File: src/rtl/data_bus_ctrl_pkg.sv
// rtl/data_bus_ctrl_pkg.sv - shared defaults, ControlBus bit indices and FSM state encoding
package data_bus_ctrl_pkg;

    localparam int DEF_BIT_WIDTH = 32;
    localparam int DEF_TIMEOUT   = 64;

    localparam int CTRL_WR = 2;
    localparam int CTRL_RD = 1;

    typedef enum logic [1:0] {
        IDLE = 2'd0,
        WAIT = 2'd1,
        DONE = 2'd2
    } busState_t;

endpackage

File: src/rtl/bus_timeout_cnt.sv
// rtl/bus_timeout_cnt.sv - counts WAIT cycles; expired flags the LIMIT-th cycle without completion
module bus_timeout_cnt #(
    parameter int LIMIT = 64
) (
    input  logic clk,
    input  logic rst,
    input  logic clear,
    input  logic enable,
    output logic expired
);

    localparam int CW = $clog2(LIMIT + 1);

    logic [CW-1:0] count;

    // count holds (elapsed WAIT cycles - 1), so expired is high during the LIMIT-th one
    assign expired = (count == CW'(LIMIT - 1));

    always_ff @(posedge clk or posedge rst) begin
        if (rst) begin
            count <= '0;
        end else if (clear) begin
            count <= '0;
        end else if (enable && !expired) begin
            count <= count + CW'(1);
        end
    end

endmodule

File: src/rtl/data_bus_ctrl.sv
// rtl/data_bus_ctrl.sv - CPU-side data bus controller: one memory access per request, stall, timeout abort
module data_bus_ctrl
    import data_bus_ctrl_pkg::*;
#(
    parameter int BIT_WIDTH = DEF_BIT_WIDTH,
    parameter int TIMEOUT   = DEF_TIMEOUT
) (
    input  logic                 InputClk,
    input  logic                 rst,
    input  logic [BIT_WIDTH-1:0] AddressBus,
    input  logic [BIT_WIDTH-1:0] DataBusOut,
    input  logic [2:0]           ControlBus,
    output logic [BIT_WIDTH-1:0] DataBusIn,
    output logic                 Stall,
    output logic                 mem_req,
    output logic                 mem_we,
    output logic [BIT_WIDTH-1:0] mem_addr,
    output logic [BIT_WIDTH-1:0] mem_wdata,
    input  logic [BIT_WIDTH-1:0] mem_rdata,
    input  logic                 mem_ack,
    output logic                 BusError,
    output logic [BIT_WIDTH-1:0] AccessCount,
    output logic [BIT_WIDTH-1:0] StallCycles
);

    busState_t state;
    busState_t nextState;

    logic wrReq;
    logic rdReq;
    logic anyReq;
    logic waitExpired;
    logic unusedCtrlBit;

    assign wrReq         = ControlBus[CTRL_WR];
    assign rdReq         = ControlBus[CTRL_RD];
    assign anyReq        = wrReq | rdReq;
    assign unusedCtrlBit = ControlBus[0];

    bus_timeout_cnt #(
        .LIMIT (TIMEOUT)
    ) u_timeout (
        .clk     (InputClk),
        .rst     (rst),
        .clear   (state != WAIT),
        .enable  (state == WAIT),
        .expired (waitExpired)
    );

    always_ff @(posedge InputClk or posedge rst) begin
        if (rst) begin
            state <= IDLE;
        end else begin
            state <= nextState;
        end
    end

    // Stall rises in the request cycle itself so the CPU never commits past an access
    always_comb begin
        nextState = state;
        Stall     = 1'b0;
        case (state)
            IDLE: begin
                if (anyReq) begin
                    nextState = WAIT;
                    Stall     = !rst;
                end
            end
            WAIT: begin
                Stall = !rst;
                if (mem_ack || waitExpired) begin
                    nextState = DONE;
                end
            end
            DONE: begin
                nextState = IDLE;
            end
            default: begin
                nextState = IDLE;
            end
        endcase
    end

    always_ff @(posedge InputClk or posedge rst) begin
        if (rst) begin
            mem_req     <= 1'b0;
            mem_we      <= 1'b0;
            mem_addr    <= '0;
            mem_wdata   <= '0;
            DataBusIn   <= '0;
            BusError    <= 1'b0;
            AccessCount <= '0;
        end else begin
            case (state)
                IDLE: begin
                    if (anyReq) begin
                        mem_req   <= 1'b1;
                        mem_we    <= wrReq;
                        mem_addr  <= AddressBus;
                        mem_wdata <= DataBusOut;
                        // simultaneous read+write: write wins, read is dropped and flagged
                        if (wrReq && rdReq) begin
                            BusError <= 1'b1;
                        end
                    end
                end
                WAIT: begin
                    if (mem_ack) begin
                        mem_req     <= 1'b0;
                        AccessCount <= AccessCount + BIT_WIDTH'(1);
                        if (!mem_we) begin
                            DataBusIn <= mem_rdata;
                        end
                    end else if (waitExpired) begin
                        mem_req  <= 1'b0;
                        BusError <= 1'b1;
                        if (!mem_we) begin
                            DataBusIn <= '0;
                        end
                    end
                end
                default: begin
                end
            endcase
        end
    end

    always_ff @(posedge InputClk or posedge rst) begin
        if (rst) begin
            StallCycles <= '0;
        end else if (Stall) begin
            StallCycles <= StallCycles + BIT_WIDTH'(1);
        end
    end

endmodule

File: config.mk
export PLATFORM = sky130hd
export DESIGN_NAME = data_bus_ctrl
export DESIGN_NICKNAME = d
export VERILOG_FILES = /design/src/rtl/data_bus_ctrl_pkg.sv /design/src/rtl/bus_timeout_cnt.sv /design/src/rtl/data_bus_ctrl.sv
export SDC_FILE = /design/constraint.sdc
export NUM_CORES = 1
export LEC_CHECK = 0
export BUFFER_PORTS_ARGS = -buffer_cell sky130_fd_sc_hd__buf_2
export CAP_MARGIN = 25
export CORE_MARGIN = 1.5
export CORE_UTILIZATION = 35
export DETAILED_ROUTE_END_ITERATION = 10
export SETUP_SLACK_MARGIN = 0.05
export SKIP_LAST_GASP = 1
export SYNTH_ARGS = -nofsm -noshare
export SYNTH_HDL_FRONTEND = slang
export SYNTH_SLANG_ARGS = --single-unit
File: constraint.sdc
create_clock -name InputClk -period 6.8 [get_ports InputClk]
set_input_delay 0.68 -clock InputClk [delete_from_list [all_inputs] [get_ports InputClk]]
set_output_delay 0.68 -clock InputClk [all_outputs]
set_load 0.005 [all_outputs]
==> results.cfg <==
[power]
swShare = 0.312
comb_power_share = 0.295
p_int_mw = 2.42
power_leakage_nw = 4.67
p_sw_mw = 1.10
clockPowerShare = 0.266
power.total_mw = 3.52
peakVddDrop_mv = 0.182
p_seq_frac = 0.439
power_per_cell_area_mw_per_mm2 = 382

[route]
dr.pass1.iters = 4
drc = 0
vias = 5274
drtIter0Drc = 179
wl_per_cell_um = 14.6
ant_nets = 0
wirelength_um = 16500
vias_per_cell = 4.67

[global_routing]
grt_pass1_wl_um = 25800
antenna_found_initial = 0
grt_pass1_vias = 5020
globalRouteTotalUtil = 0.160
overflow = 0
grt_max_degree = 66

[clock_tree]
cts_tree = done
clk_path_buf_depth = 2
h-tree-depth = 4
cts_sinks = 172
clk-insertion-delay-late_ns = 0.42
postCtsSetupRepairBufs = 0
cts_root_buf = clkbuf_16
path_clk_slew_ns = 0.07
numCtsBuffers = 17
cts_resized = 0
hold_buffers = 0

[setup_path]
arrival_ns = 2.91
start_kind = primary input
critical_path_class = primary input to flop
critPathCaptureType = flop
worstPathMaxFanout = 39
critPathRequiredTime_ns = 7.14

[timing]
grt_setup_unrepaired = no
setup_viol = 0
hold_viol = 0
slew_headroom = 0.314
fin_skew_ns = 0.0108
layout_min_cycle_time_ns = 2.56
post-route-period-util = 0.377
final-max-slew-violation-count = 0
timing.fmax_mhz = 390
tns_ns = 0
layout_setup_ws_ns = 4.24
worstMarginPinSlew_ns = 1.02

[cells_and_area]
multi_input_area_mm2 = 0.00259
syn_to_final_growth_pct = 31.6
n_fill_cell = 1868
fin_cells = 1130
final_common_cell = buf_2
postLayoutCellArea_mm2 = 0.00921
final_cell_mix = buf_2 (264), dfrtp_1 (172), nand2_1 (92)
diodes = 0
nets = 957
register_area_mm2 = 0.00430
drive_gt1_frac = 0.435

[die]
rows = 51
die_y_um = 144
ios = 266
core_mm2 = 0.0195
die-area_mm2 = 0.0209
die_w_um = 144
start_util = 0.359

[logic_synthesis]
ys_types = 37
synth_compound_area_frac = 0.0134
synth-xor-area-share = 0.0811
syn-num-nets = 688
synthAdderAreaFrac = 0.00536
ys_ff_latch = 172
synth_mux_area_frac = 0.106
synth_top_area_frac = 0.615
yosys.area.top_type = dfrtp_1
synth_area_mm2 = 0.00700
syn_inst = 583
yosys_warnings = 0
yosysSeqAreaShare = 0.615
avgSynthCellArea_um2 = 12.0
synth_area_leaders = dfrtp_1 (61%), mux2_2 (11%), xnor2_1 (5.1%)
synth_top_family_by_area = simple AND/OR/NAND/NOR gates
synthSimpleGateAreaFrac = 0.163

[place]
dpl_cell_area_mm2 = 0.00865
place_hpwl_um = 11700
dpl_worst_slack_ns = 3.76
port-buffer-count = 264
place_inst = 1098
globalplace.congestion = 0.760

[run]
max_cap_viol_count = 0

[min_path]
hold_path_class = primary input to asynchronous set/reset pin

[run_status]
outcome = finished clean
==> power groups by stage <==
stage / combinational (mW) / clock, mW / sequential, mW
after CTS: 1.07 / 0.970 / 1.55
final: 1.04 / 0.935 / 1.55
after global placement: 1.06 / 0 / 1.55
after floorplan: 0.542 / 0 / 1.59
after detailed placement: 1.07 / 0 / 1.56
after global routing: 1.17 / 1.02 / 1.60
==> cell usage after synthesis, drive strengths merged <==
cell type    n
dfrtp      172
nand2       92
mux2        66
nand3       55
xnor2       42
nor2        26
xor2        22
nand4       17
nor3        15
clkbuf      14
and3         9
inv          9
and4         7
buf          5
nor4         4
o21ai        4
a21oi        3
a31oi        3
ha           3
nand2b       3
or3          2
a211oi       1
a22o         1
a31o         1
and2         1
nand3b       1
nor2b        1
o21a         1
o21bai       1
or2          1
or4          1
==> per-stage QoR <==
stage | hold slack, ns | util
6_report | 0.348 | 0.472
5_1_grt | 0.377 | 0.472
4_1_cts | 0.353 | 0.472
3_5_place_dp | 0.457 | 0.443
3_3_place_gp | 0.451 | 0.441
2_1_floorplan | 0.465 | -
==> worst max-delay path: stages <==
cell and delay (ns):
buf_2 0.56, nand4_1 0.20, nor3_1 0.85, nand2_1 0.16, nor3_1 0.26, xor2_1 0.16
==> metal layers <==
layer | global-route usage | vias up | wire (um)
met5 | 0 | - | 0
met4 | 0.0558 | 0 | 299
met3 | 0.0513 | 19 | 1220
met2 | 0.255 | 181 | 7790
met1 | 0.204 | 2541 | 7210
li1 | - | 2533 | -
==> worst paths after layout <==
path / from / to / slack (ns) / depth (start not counted)
min reg2reg: DataBusIn[0] / DataBusIn[0] / 0.47 / 2
max: mem_ack / AccessCount[25] / 4.24 / 6
min in group InputClk: DataBusIn[0] / DataBusIn[0] / 0.47 / 2
min: rst / StallCycles[2] / 0.35 / 2
max in group asynchronous: rst / AccessCount[4] / 4.99 / 4
max reg2reg: state[1] / AccessCount[25] / 4.39 / 5
==> registers in the layout (all words and copies together) (netlist names) <==
name,count
mem_req,1
StallCycles,32
mem_we,1
state,2
mem_addr,32
mem_wdata,32
u_timeout.count,7
AccessCount,32
DataBusIn,32
BusError,1
==> cell families (layout without fill, tap and decap cells) <==
family                   after synthesis  count (layout)
AND/OR/NAND/NOR                      235             235
flip-flops                           172             172
multiplexers                          66              66
XOR/XNOR                              64              64
buffers and inverters                 28             310
AO/OA/AOI/OAI                         15              15
adder cells (fa/ha/maj)                3               3
==> layout make-up <==
type	count	area share
clock buffer	19	0.0470
clock inverter	13	0.0143
multi-input combinational	383	0.282
tap	265	0.0360
inverter	9	0.00421
timing repair buffer	269	0.150
sequential	172	0.467
No activity file was read; power rests on OpenSTA's default activity.
